===== src/rtl/draw_pkg.sv =====
// draw_pkg: shared mode constants and FSM state encoding for the sprite drawers
package draw_pkg;
    localparam logic [1:0] MODE_FILL    = 2'b00;
    localparam logic [1:0] MODE_OUTLINE = 2'b01;
    localparam logic [1:0] MODE_ERASE   = 2'b10;
    typedef enum logic [1:0] {S_IDLE, S_SCAN, S_FLUSH} state_t;
endpackage


===== src/rtl/sprite_draw_if.sv =====
// sprite_draw_if: request (go/origin/size/colour/mode), status (busy/done) and pixel write port
//   master: requester side, drives the request and observes status and pixel writes
//   slave:  drawer side
interface sprite_draw_if #(
    parameter int COORD_W  = 10,
    parameter int SIZE_W   = 6,
    parameter int COLOUR_W = 3
);
    logic                go;
    logic [COORD_W-1:0]  x_in;
    logic [COORD_W-1:0]  y_in;
    logic [SIZE_W-1:0]   w_in;
    logic [SIZE_W-1:0]   h_in;
    logic [COLOUR_W-1:0] colour_in;
    logic [1:0]          mode;
    logic                busy;
    logic                done;
    logic                writeEn;
    logic [COORD_W-1:0]  x_out;
    logic [COORD_W-1:0]  y_out;
    logic [COLOUR_W-1:0] colour;
    modport master (output go, x_in, y_in, w_in, h_in, colour_in, mode,
                    input busy, done, writeEn, x_out, y_out, colour);
    modport slave  (input go, x_in, y_in, w_in, h_in, colour_in, mode,
                    output busy, done, writeEn, x_out, y_out, colour);
endinterface


===== src/rtl/sprite_scan.sv =====
// sprite_scan: row-major cx/cy counter pair over a w x h rectangle
//   ld: clear both counters; inc: advance one pixel; last: at final pixel (w-1,h-1)
module sprite_scan #(
    parameter int SIZE_W = 6
) (
    input  logic              clk,
    input  logic              reset,
    input  logic              ld,
    input  logic              inc,
    input  logic [SIZE_W-1:0] w,
    input  logic [SIZE_W-1:0] h,
    output logic [SIZE_W-1:0] cx,
    output logic [SIZE_W-1:0] cy,
    output logic              last
);
    logic [SIZE_W-1:0] cx_q, cx_d, cy_q, cy_d;
    logic              row_end;
    assign row_end = cx_q == w - SIZE_W'(1);
    assign last    = row_end && cy_q == h - SIZE_W'(1);
    assign cx      = cx_q;
    assign cy      = cy_q;
    always_comb begin
        cx_d = ld ? '0 : inc ? (row_end ? '0 : cx_q + SIZE_W'(1)) : cx_q;
        cy_d = ld ? '0 : (inc && row_end) ? cy_q + SIZE_W'(1) : cy_q;
    end
    always_ff @(posedge clk) begin
        if (reset) begin
            cx_q <= '0;
            cy_q <= '0;
        end else begin
            cx_q <= cx_d;
            cy_q <= cy_d;
        end
    end
endmodule


===== src/rtl/sprite_draw.sv =====
// sprite_draw: clipped rectangle/outline/erase rasteriser, one registered pixel write per cycle
//   clk, reset: clock and synchronous active-high reset
//   bus (slave): go/x_in/y_in/w_in/h_in/colour_in/mode in; busy/done/writeEn/x_out/y_out/colour out
module sprite_draw
    import draw_pkg::*;
#(
    parameter int                  COORD_W   = 10,
    parameter int                  SIZE_W    = 6,
    parameter int                  COLOUR_W  = 3,
    parameter int                  SCREEN_W  = 160,
    parameter int                  SCREEN_H  = 120,
    parameter logic [COLOUR_W-1:0] BG_COLOUR = '0
) (
    input logic          clk,
    input logic          reset,
    sprite_draw_if.slave bus
);
    state_t              state_q, state_d;
    logic [COORD_W-1:0]  x_q, x_d, y_q, y_d, x_out_q, x_out_d, y_out_q, y_out_d;
    logic [SIZE_W-1:0]   w_q, w_d, h_q, h_d;
    logic [COLOUR_W-1:0] col_q, col_d, colour_q, colour_d;
    logic [1:0]          mode_q, mode_d;
    logic                busy_q, busy_d, done_q, done_d, we_q, we_d;
    logic [SIZE_W-1:0]   cx, cy;
    logic                last, accept, scan, on_screen, border;
    logic [COORD_W:0]    sx, sy;

    sprite_scan #(.SIZE_W(SIZE_W)) u_scan (
        .clk(clk), .reset(reset), .ld(accept), .inc(scan),
        .w(w_q), .h(h_q), .cx(cx), .cy(cy), .last(last)
    );

    assign accept = state_q == S_IDLE && bus.go;
    assign scan   = state_q == S_SCAN;
    // one extra bit so a sum past the coordinate range is seen as off-screen, not wrapped
    assign sx = {1'b0, x_q} + (COORD_W+1)'(cx);
    assign sy = {1'b0, y_q} + (COORD_W+1)'(cy);
    assign on_screen = !sx[COORD_W] && !sy[COORD_W] &&
                       sx < (COORD_W+1)'(SCREEN_W) && sy < (COORD_W+1)'(SCREEN_H);
    assign border = cx == '0 || cx == w_q - SIZE_W'(1) || cy == '0 || cy == h_q - SIZE_W'(1);

    always_comb begin
        state_d  = accept ? ((bus.w_in == '0 || bus.h_in == '0) ? S_FLUSH : S_SCAN)
                 : scan ? (last ? S_FLUSH : S_SCAN)
                 : state_q == S_FLUSH ? S_IDLE : state_q;
        x_d      = accept ? bus.x_in : x_q;
        y_d      = accept ? bus.y_in : y_q;
        w_d      = accept ? bus.w_in : w_q;
        h_d      = accept ? bus.h_in : h_q;
        col_d    = accept ? bus.colour_in : col_q;
        mode_d   = accept ? bus.mode : mode_q;
        busy_d   = state_q == S_IDLE ? bus.go : scan;
        done_d   = state_q == S_FLUSH;
        we_d     = scan && on_screen && (mode_q != MODE_OUTLINE || border);
        x_out_d  = scan ? sx[COORD_W-1:0] : x_out_q;
        y_out_d  = scan ? sy[COORD_W-1:0] : y_out_q;
        colour_d = scan ? (mode_q == MODE_ERASE ? BG_COLOUR : col_q) : colour_q;
    end

    always_ff @(posedge clk) begin
        if (reset) begin
            state_q  <= S_IDLE;
            x_q      <= '0;
            y_q      <= '0;
            w_q      <= '0;
            h_q      <= '0;
            col_q    <= '0;
            mode_q   <= MODE_FILL;
            busy_q   <= 1'b0;
            done_q   <= 1'b0;
            we_q     <= 1'b0;
            x_out_q  <= '0;
            y_out_q  <= '0;
            colour_q <= '0;
        end else begin
            state_q  <= state_d;
            x_q      <= x_d;
            y_q      <= y_d;
            w_q      <= w_d;
            h_q      <= h_d;
            col_q    <= col_d;
            mode_q   <= mode_d;
            busy_q   <= busy_d;
            done_q   <= done_d;
            we_q     <= we_d;
            x_out_q  <= x_out_d;
            y_out_q  <= y_out_d;
            colour_q <= colour_d;
        end
    end

    assign bus.busy    = busy_q;
    assign bus.done    = done_q;
    assign bus.writeEn = we_q;
    assign bus.x_out   = x_out_q;
    assign bus.y_out   = y_out_q;
    assign bus.colour  = colour_q;
endmodule


===== src/flat_wrapper.sv =====
// flat-port wrapper written by rule: the top's interface ports become plain ports
module sprite_draw_flat import draw_pkg::*;
#(
    parameter int                  COORD_W   = 10,
    parameter int                  SIZE_W    = 6,
    parameter int                  COLOUR_W  = 3,
    parameter int                  SCREEN_W  = 160,
    parameter int                  SCREEN_H  = 120,
    parameter logic [COLOUR_W-1:0] BG_COLOUR = '0
)
  (clk, reset, bus_go, bus_x_in, bus_y_in, bus_w_in, bus_h_in, bus_colour_in, bus_mode, bus_busy, bus_done, bus_writeEn, bus_x_out, bus_y_out, bus_colour);
  sprite_draw_if #(.COORD_W(COORD_W), .SIZE_W(SIZE_W), .COLOUR_W(COLOUR_W)) bus_i ();
  input logic clk;
  input logic reset;
  input wire logic [$bits(bus_i.go)-1:0] bus_go;
  input wire logic [$bits(bus_i.x_in)-1:0] bus_x_in;
  input wire logic [$bits(bus_i.y_in)-1:0] bus_y_in;
  input wire logic [$bits(bus_i.w_in)-1:0] bus_w_in;
  input wire logic [$bits(bus_i.h_in)-1:0] bus_h_in;
  input wire logic [$bits(bus_i.colour_in)-1:0] bus_colour_in;
  input wire logic [$bits(bus_i.mode)-1:0] bus_mode;
  output wire logic [$bits(bus_i.busy)-1:0] bus_busy;
  output wire logic [$bits(bus_i.done)-1:0] bus_done;
  output wire logic [$bits(bus_i.writeEn)-1:0] bus_writeEn;
  output wire logic [$bits(bus_i.x_out)-1:0] bus_x_out;
  output wire logic [$bits(bus_i.y_out)-1:0] bus_y_out;
  output wire logic [$bits(bus_i.colour)-1:0] bus_colour;
  assign bus_i.go = bus_go;
  assign bus_i.x_in = bus_x_in;
  assign bus_i.y_in = bus_y_in;
  assign bus_i.w_in = bus_w_in;
  assign bus_i.h_in = bus_h_in;
  assign bus_i.colour_in = bus_colour_in;
  assign bus_i.mode = bus_mode;
  assign bus_busy = bus_i.busy;
  assign bus_done = bus_i.done;
  assign bus_writeEn = bus_i.writeEn;
  assign bus_x_out = bus_i.x_out;
  assign bus_y_out = bus_i.y_out;
  assign bus_colour = bus_i.colour;
  sprite_draw #(.COORD_W(COORD_W), .SIZE_W(SIZE_W), .COLOUR_W(COLOUR_W), .SCREEN_W(SCREEN_W), .SCREEN_H(SCREEN_H), .BG_COLOUR(BG_COLOUR)) u_core (.clk(clk), .reset(reset), .bus(bus_i));
endmodule

===== config.mk =====
export PLATFORM = sky130hd
export DESIGN_NAME = sprite_draw_flat
export DESIGN_NICKNAME = d
export VERILOG_FILES = /design/src/rtl/draw_pkg.sv /design/src/rtl/sprite_draw_if.sv /design/src/rtl/sprite_scan.sv /design/src/rtl/sprite_draw.sv /design/src/flat_wrapper.sv
export SDC_FILE = /design/constraint.sdc
export NUM_CORES = 1
export LEC_CHECK = 0
export ABC_AREA = 1
export BUFFER_PORTS_ARGS = -buffer_cell sky130_fd_sc_hd__buf_2
export CORE_MARGIN = 5
export CORE_UTILIZATION = 45
export DETAILED_ROUTE_END_ITERATION = 16
export PLACE_DENSITY = 0.74
export SLEW_MARGIN = 20
export SYNTH_ARGS = -nofsm -noshare
export SYNTH_HDL_FRONTEND = slang
export SYNTH_SLANG_ARGS = --single-unit

===== constraint.sdc =====
create_clock -name clk -period 5.4 [get_ports clk]
set_input_delay 0.27 -clock clk [delete_from_list [all_inputs] [get_ports clk]]
set_output_delay 0.27 -clock clk [all_outputs]
set_load 0.005 [all_outputs]

==> results.cfg, run 1 <==
[synthesis]
ys_ff_latch = 77
yosys_warnings = 0
synth.avg_cell_area_um2 = 6.79
syn_nets = 682
synth_area_um2 = 4220
synth_cell_types = 32
synth_cells = 622
yosysSeqAreaShare_pct = 36.5

[sta]
relSlewSlack_pct = 51.4
final_max_slew_viol_count = 0
max_clock_freq_mhz = 489
setup_viol = 0
hold_slack_ps = 139
hold_viol = 0
finalCritPeriodShare_pct = 37.9
tns_ps = 0
worstMarginPinSlew_ps = 728
period_minus_slack_ps = 2050
skew_ps = 4.96
grt_setup_unrepaired = no

[setup_path]
cp_data_required_time_ps = 5650
cp-start-kind = register
path_max_fanout = 5
slowest_stage = dfxtp_1
crit_chain = ha_1 -> inv_1 -> fa_1 -> o21ai_0 -> nand2_1 -> o211ai_1 -> nand2_1 -> inv_1 -> nand2_1 -> o211ai_1 -> inv_1
reg2reg_slack_ps = 3350
crit_type = reg2reg
cp-end-kind = register
critPathMaxStageDelay_ps = 420
crit_arrival_ps = 2290

[cells_and_area]
final_cell_mix = nand2_1, nor2_1, inv_1, dfxtp_1, buf_2
drive_gt1_share_pct = 15.8
final_common_cell = nand2_1
nNetsFinal = 740
fin_util_pct = 52.8
synthToLayoutAreaGrowth_pct = 15.0
n_antenna_cell = 0

[status]
status = finished clean

[placement]
dpl.hpwl_um = 7640
place_congestion = 0.890
portBuffers = 65

[power_and_ir_drop]
p_leak_nw = 2.47
p_sw_w = 0.000385
p_int_w = 0.00102
pwr-share-comb_pct = 16.6
p_clk_share_pct = 37.9
pwr_density_cell_nw_per_um2 = 289
ir_drop_v = 0.000136
switching_share_pct = 27.4
power_w = 0.00140
p_seq_share_pct = 45.6

[routing]
drt-total-wl_um = 10400
wl_per_cell_um = 13.1
avgViaCountPerCell = 5.09
route.vias.total = 4054
first_pass_iters = 5
antenna_left = 0
dr.first_iter.drc_count = 224
route.detailed.drc = 0

[clock_network]
clkSinkCount = 77
cts_made_buffers = 9
clock-root-buffer = clkbuf_8
cts_max_level = 3
cts_tree = done
postCtsHoldBufs = 0
clock_path_buffers = 2
insertion_delay_ps = 350
cts_resized = 0
clk_pin_slew_worst_paths_ps = 80
postCtsSetupBuffers = 0

[global_route]
antenna_found_initial = 0
grt_overflow = 0
grt_pass1_vias = 3881
grt_max_degree = 46
grt_pass1_wl_um = 17300
grt_util_all_layers_pct = 18.6

[die]
core_um2 = 9200
die_w_um = 107
fp.dieH_um = 107
design.die.area_um2 = 11400
ioPinCount = 66
rows = 35
start_util_pct = 45.9

[worst_hold_path]
hold_class = in2reg

[flow_run]
cap_violations = 0
through the flow:
step | worst slack, ps | instance area [µm²] | std cells
2_1_floorplan | 3600 | 4220 | 622
3_3_place_gp | 3420 | 4610 | 780
3_5_place_dp | 3370 | 4610 | 780
4_1_cts | 3350 | 4850 | 796
5_1_grt | 3050 | 4850 | 796
6_report | 3350 | 4850 | 796
Yosys cell counts, drive strengths merged:
cell    number  area share [%]
nand3b       3            0.53
o211ai       7             1.2
nor4         3            0.59
ha          18             5.3
fa           2            0.95
xor2        11             2.3
nand3       39             5.2
nor2        84             7.9
dfxtp       77              37
a21oi       41             4.9
o21ai       59             7.0
xnor2        8             1.7
nand4        5            0.74
clkbuf       9            0.80
or2          2            0.30
nand2      144              13
a21boi       1            0.18
buf         12             1.5
nor3         8            0.95
inv         88             7.8
nor3b        1            0.30
layout make-up:
cell class,instances,area (µm²)
flip-flops and latches,77,1540
inverters,88,330
fillers,884,4340
clock buffers,12,145
clock inverters,4,95.1
repair buffers,68,348
multi-input cells,436,2260
well taps,111,139
registers in the layout, indices dropped and copies added, names as in the netlist, 6 cells and up:
signal,cells
u_core.y_q,10
u_core.u_scan.cx,6
u_core.bus.x_out,10
u_core.bus.y_out,10
u_core.x_q,10
u_core.w_q,6
u_core.u_scan.cy,6
u_core.h_q,6
worst max-delay path: cells and delay by family, from the launching register on:
| family | cells | cell delay, ps |
|---|---|---|
| adders and majority gates | 2 | 610 |
| AOI/OAI and AO/OA | 3 | 530 |
| buffers and inverters | 3 | 170 |
| and+or+nand+nor | 3 | 210 |
| DFF | 1 | 420 |
kinds of logic (layout without fill, tap and decap cells):
| family | Yosys count | after routing | share of synthesized area [%] |
|---|---|---|---|
| compound gates | 108 | 108 | 13.3 |
| xor+xnor | 19 | 19 | 3.94 |
| fa+ha+maj | 20 | 20 | 6.28 |
| buf+inv | 109 | 172 | 10.1 |
| flops | 77 | 77 | 36.5 |
| simple gates | 289 | 289 | 29.9 |
final timing paths:
check,endpoint,startpoint,cells after the start
min reg2reg,u_core.bus.done,u_core.state_q[1],2
max,u_core.bus.x_out[8],u_core.u_scan.cx[0],11
min,u_core.y_q[2],bus_y_in[2],3
max reg2reg,u_core.bus.x_out[8],u_core.u_scan.cx[0],11
metal layers:
layer | vias up | global-route usage, % | share of wire [%]
met5 | - | 0 | 0
met4 | 0 | 5.21 | 1.8
met3 | 17 | 4.76 | 6.1
met2 | 108 | 32.6 | 49
met1 | 1840 | 22.4 | 43
li1 | 2089 | - | -
power by group through the flow:
stage,Combinational (W),Sequential [W],Clock (W)
after floorplan,0.000161,0.000648,0
after global placement,0.000225,0.000651,0
after detailed placement,0.000230,0.000652,0
after CTS,0.000233,0.000639,0.000539
after global routing,0.000264,0.000645,0.000563
final,0.000232,0.000639,0.000531
(Power assumes the default switching activity.)
==> run 2, diff against run 1 <==
==> constraint.sdc (replaced) <==
create_clock -name clk -period 2.1 [get_ports clk]
set_input_delay 0.105 -clock clk [delete_from_list [all_inputs] [get_ports clk]]
set_output_delay 0.105 -clock clk [all_outputs]
set_load 0.005 [all_outputs]
==> run 2 against run 1 <==
Net effect:
- worst setup slack got worse by 3100 ps
- global-route usage increased by 0.50 points
- utilization increased by 2.2 points
- clock skew increased by 7.3 ps
- via count increased by 1.3%
- die area unchanged
- clock power increased by 110%
- count of clock-buffer cells in the layout unchanged
- critical path depth decreased by 2
- first-iteration DRC count decreased by 12%
- largest cell class unchanged
==> results.cfg, run 2 (synthesis gave the netlist of run 1 again) <==
[die]
die_w_um = 107
rows = 35
start_util_pct = 45.9
ioPinCount = 66
core_um2 = 9200
fp.dieH_um = 107
design.die.area_um2 = 11400

[setup_path]
crit_chain = ha_1 -> fa_1 -> nand2_1 -> nand3_2 -> xor2_1 -> nor2_1 -> nor2_1 -> nand2_1 -> nor2_1
cpLargestDelayFamily = adder cells
cp_data_required_time_ps = 2400
rr_worst_depth = 9
reg2reg_slack_ps = 240
critPathMostFrequentCell = nor2_1
r2r_end = u_core.bus.writeEn
crit_arrival_ps = 2160
cp-start-kind = register
cp-end-kind = register
crit_type = reg2reg
crit_buf_inv = 0
path_max_fanout = 6
slowest_stage = fa_1
critPathMaxStageDelay_ps = 440
r2r_start = u_core.u_scan.cy[0]

[worst_hold_path]
hold_class = in2reg
holdPathEnd = u_core.h_q[4]
hold_depth = 3
min_from = bus_h_in[4]

[sta]
tns_ps = 0
relSlewSlack_pct = 61.7
max_clock_freq_mhz = 538
period_minus_slack_ps = 1860
finalCritPeriodShare_pct = 88.5
skew_ps = 12.3
worstMarginPinSlew_ps = 573
setup_viol = 0
grt_setup_unrepaired = no
final_max_slew_viol_count = 0
hold_viol = 0

[cells_and_area]
final_cell_mix = nand2_1, nor2_1, inv_1, dfxtp_1, buf_2
fin_area_um2 = 5060
final_common_cell = nand2_1
fin_util_pct = 55.0
n_antenna_cell = 0
synthToLayoutAreaGrowth_pct = 19.8
nNetsFinal = 765
drive_gt1_share_pct = 16.6

[placement]
dpl-instance-area_um2 = 4710
portBuffers = 65
dpl.hpwl_um = 7950
place_congestion = 0.891

[clock_network]
cts_tree = done
postCtsSetupBuffers = 0
insertion_delay_ps = 360
clock_path_buffers = 2
clkSinkCount = 77
clk_pin_slew_worst_paths_ps = 80
cts_max_level = 3
cts_made_buffers = 9
clock-root-buffer = clkbuf_8

[routing]
wl_per_cell_um = 12.9
wirelength_met1_um = 4630
antenna_left = 0
route.met3.wl_um = 568
route.vias.total = 4105
dr.first_iter.drc_count = 198
routed-wl-met2_um = 5170
topRoutingLayerUsed = met4
drt-total-wl_um = 10600
route.detailed.drc = 0
first_pass_iters = 5
avgViaCountPerCell = 5.00

[power_and_ir_drop]
power_w = 0.00343
pwr_density_cell_nw_per_um2 = 678
ir_drop_v = 0.000353
p_leak_nw = 2.56

[global_route]
grt_pass1_wl_um = 17700
grt_max_degree = 35
antenna_found_initial = 0
grt_pass1_vias = 4086
grt_util_all_layers_pct = 19.1
grt_overflow = 0

[status]
status = finished clean

[flow_run]
cap_violations = 0
run 2: cell count changes in the layout (fill, tap and decap cells not counted), sizes merged:
cell | previous run | this run
dlygate4sd3 | 0 | 15
buf | 68 | 78
clkinv | 1 | 2
clkinvlp | 0 | 1
bufinv | 3 | 1
run 2: worst min-delay path, stage by stage:
cell and delay [ps]:
buf_2 90, nor2_1 40, nor2_1 90
run 2: stage by stage:
stage	instances	setup slack, ps	hold WS, ps
6_report	821	241	16.3
5_1_grt	821	53.9	45.3
4_1_cts	821	195	2.74
3_5_place_dp	790	212	333
3_3_place_gp	790	255	328
2_1_floorplan	622	304	240
run 2: what timing repair did:
action / in CTS / in global routing
gates resized for setup: 0 / 1
endpoints found under the hold margin: 15 / 0
hold buffers: 15 / 0
endpoints found under the setup margin: 0 / 1
run 2: routing by layer:
metal  vias to the layer above  GRT usage, %
met2                        96          34.6
met1                      1837          22.0
li1                       2148             -
met5                         -             0
met3                        24          3.19
met4                         0          7.95
run 2: how the worst max path moves through the flow:
stage	depth (start not counted)	to	slack, ps	startpoint
after floorplan	11	u_core.bus.x_out[8]	300	u_core.u_scan.cx[0]
after detailed placement	10	u_core.bus.x_out[8]	210	u_core.u_scan.cx[1]
after CTS	10	u_core.bus.x_out[8]	200	u_core.u_scan.cx[1]
final	9	u_core.bus.writeEn	240	u_core.u_scan.cy[0]
after global placement	10	u_core.bus.x_out[8]	260	u_core.u_scan.cx[1]
after global routing	10	u_core.bus.x_out[8]	50	u_core.u_scan.cx[1]
run 2: power breakdown:
group	internal [W]	switching (W)
combinational	0.000265	0.000381
sequential	0.00157	0.0000710
clock	0.000579	0.000562
run 2: cell type report:
cell class / count / area [µm²]
Timing Repair Buffer: 93 / 598
Inverter: 88 / 330
Sequential cell: 77 / 1540
Fill cell: 870 / 4140
Clock buffer: 12 / 145
Tap cell: 111 / 139
Clock inverter: 4 / 47.5
Multi-Input combinational cell: 436 / 2260
==> run 3, diff against run 2 <==
--- a/config.mk
+++ b/config.mk
@@ -5,7 +5,6 @@
 export SDC_FILE = /design/constraint.sdc
 export NUM_CORES = 1
 export LEC_CHECK = 0
-export ABC_AREA = 1
 export BUFFER_PORTS_ARGS = -buffer_cell sky130_fd_sc_hd__buf_2
 export CORE_MARGIN = 5
 export CORE_UTILIZATION = 45
==> run 3 against run 2 <==
Net effect:
- sequential share of layout area down 1.7 points
- critical endpoint unchanged
- combinational power shrank 15%
- the run now ends with negative hold slack, negative setup slack left
- synthesized cell count down 19%
- first-iteration DRC count fell by 17%
- clock power increased by 11%
- sequential power shrank 2%
- register-to-register slack lost 280 ps
- design area increased by 6.5%
- largest cell class unchanged
==> results.cfg, run 3 <==
[sta]
relSlewSlack_pct = 67.7
final_max_slew_viol_count = 0
period_minus_slack_ps = 2140
finalCritPeriodShare_pct = 102
tns_ps = -43.1
hold_viol = 1
worstMarginPinSlew_ps = 479
max_clock_freq_mhz = 467
grt_setup_unrepaired = yes
hold_slack_ps = -2.93
finalWorstSetupSlack_ps = -43.1
setup_viol = 1
skew_ps = 7.75

[synthesis]
synth_flop_cell = dfxtp_1
synth_cell_types = 65
yosys_warnings = 0
synth.avg_cell_area_um2 = 8.08
yosysSeqAreaShare_pct = 37.7
synth_top_cells_by_count = nand2_1, dfxtp_1, a21oi_1, nor2_1, clkbuf_1
synth_top_cell_area_share_pct = 37.7
synth_area_um2 = 4090
synth_edf_count = 0
synth_cells = 506
synthArstFlopShare_pct = 0
syn_nets = 566
yosysMostFrequentCell = nand2_1
ys_ff_latch = 77
synth_top_area_cell = dfxtp_1
yosys-top-cells-area = dfxtp_1, nand2_1, a21oi_1

[die]
fp.dieH_um = 105
core_um2 = 8810
start_util_pct = 46.4
rows = 34
design.die.area_um2 = 11100
die_w_um = 105
ioPinCount = 66

[power_and_ir_drop]
pwr_density_cell_nw_per_um2 = 634
ir_drop_v = 0.000272
p_leak_nw = 2.24

[setup_path]
cp-start-kind = register
crit_type = reg2reg
cp-end-kind = register
cp_data_required_time_ps = 2370
crit_chain = ha_4 -> fa_2 -> a211oi_4 -> buf_4 -> o41ai_2 -> a311oi_1 -> o2111ai_1 -> nor3_1
crit_arrival_ps = 2410
reg2reg_slack_ps = -40
cpLargestDelayFamily = compound AO/OA/AOI/OAI gates
slowest_stage = fa_2
crit_buf_inv = 1
path_max_fanout = 4
critPathMaxStageDelay_ps = 380

[routing]
drt-total-wl_um = 11000
antenna_left = 0
first_pass_iters = 4
route.vias.total = 3883
dr.first_iter.drc_count = 164
wl_per_cell_um = 14.9
route.detailed.drc = 0
avgViaCountPerCell = 5.29

[status]
violations = negative hold slack, negative setup slack
status = finished, violations left

[global_route]
use_met2_pct = 33.5
grt.met3_usage_pct = 4.16
grt_pass1_vias = 3692
grt_util_all_layers_pct = 18.7
grt.busiest_layer = met2
grt_use_met1_pct = 23.1
grt_pass1_wl_um = 17000
grt_overflow = 0
grt_max_degree = 38
antenna_found_initial = 0

[cells_and_area]
register_area_um2 = 1550
multi_input_area_um2 = 2530
nNetsFinal = 681
fin_util_pct = 61.2
fill_cells = 753
synthToLayoutAreaGrowth_pct = 31.7
n_antenna_cell = 0
drive_gt1_share_pct = 28.9
finalNonFillerCells = 734
final_cell_mix = nand2_1, dfxtp_1, buf_2, a21oi_1, buf_4
final_common_cell = nand2_1

[clock_network]
cts_tree = done
insertion_delay_ps = 350
clock_path_buffers = 2
clock-root-buffer = clkbuf_8
cts_max_level = 3
clkSinkCount = 77
clk_pin_slew_worst_paths_ps = 80
cts_made_buffers = 9

[placement]
portBuffers = 65
dp_cells = 688
place_congestion = 0.877
dp_worst_setup_slack_ps = -64.2
dpl.hpwl_um = 7800

[worst_hold_path]
hold_class = in2reg

[flow_run]
cap_violations = 0
run 3: cell types whose count changed after synthesis, sizes merged, moves of 7 or more:
| cell | delta |
|---|---|
| a21oi | +24 |
| nand3 | -34 |
| inv | -68 |
| xnor2 | +10 |
| clkbuf | +13 |
| nor3 | +8 |
| nand2 | -41 |
| buf | -7 |
| o21ai | -48 |
| o211ai | -7 |
| a211oi | +13 |
| nor2 | -37 |
run 3: report_power, final:
group	leakage (nW)	switching [W]	internal, W
clock	0.112	0.000561	0.000699
sequential	0.631	0.0000685	0.00154
combinational	1.49	0.000301	0.000251
total	2.24	0.000930	0.00249
run 3: through the flow:
| step | instance area [µm²] | hold WS (ps) | total power [W] |
|---|---|---|---|
| global placement | 4720 | 345 | 0.00211 |
| global route | 5390 | 1.41 | 0.00357 |
| detailed placement | 4720 | 352 | 0.00213 |
| finish | 5390 | -2.93 | 0.00342 |
| floorplan | 4100 | 241 | 0.00195 |
| CTS | 5200 | 0.953 | 0.00340 |
run 3: logic make-up (layout without fill, tap and decap cells):
kind of cell / after synthesis / count (layout) / synth area share (%)
multiplexers: 3 / 3 / 0.765
flip-flops: 77 / 77 / 37.7
buffers and inverters: 47 / 167 / 4.59
adder cells (fa/ha/maj): 20 / 20 / 6.49
XOR/XNOR: 29 / 29 / 6.76
AO/OA/AOI/OAI: 123 / 123 / 19.9
AND/OR/NAND/NOR: 207 / 207 / 23.8
run 3: cell type report:
type,count,share of cell area [%]
multi-input combinational,382,46.9
sequential,77,28.8
timing repair buffer,131,16.3
clock buffer,10,2.56
tap,108,2.51
clock inverter,6,1.60
inverter,20,1.39
run 3: layer usage:
metal  wire [µm]  vias up
met4         115        0
li1            -     1970
met2        5560       81
met5           0        -
met1        4750     1819
met3         522       13
run 3: tightest hold or removal path, delay by kind of cell:
kind | cells | cell delay (ps)
compound gates | 1 | 50
buf+inv | 1 | 100
simple gates | 1 | 40
run 3: repair_timing:
item / 4_1_cts / 5_1_grt
endpoints found under the setup margin: 2 / 16
pin swaps: 2 / 19
resized for setup: 4 / 29
hold endpoints to repair: 21 / 1
setup buffers: 3 / 5
hold buffers: 21 / 1
run 3: worst paths after layout:
check | from | to | cells after the start
max reg2reg | u_core.y_q[0] | u_core.bus.writeEn | 8
max | u_core.y_q[0] | u_core.bus.writeEn | 8
min | bus_x_in[7] | u_core.x_q[7] | 3
min reg2reg | u_core.bus.y_out[6] | u_core.bus.y_out[6] | 2
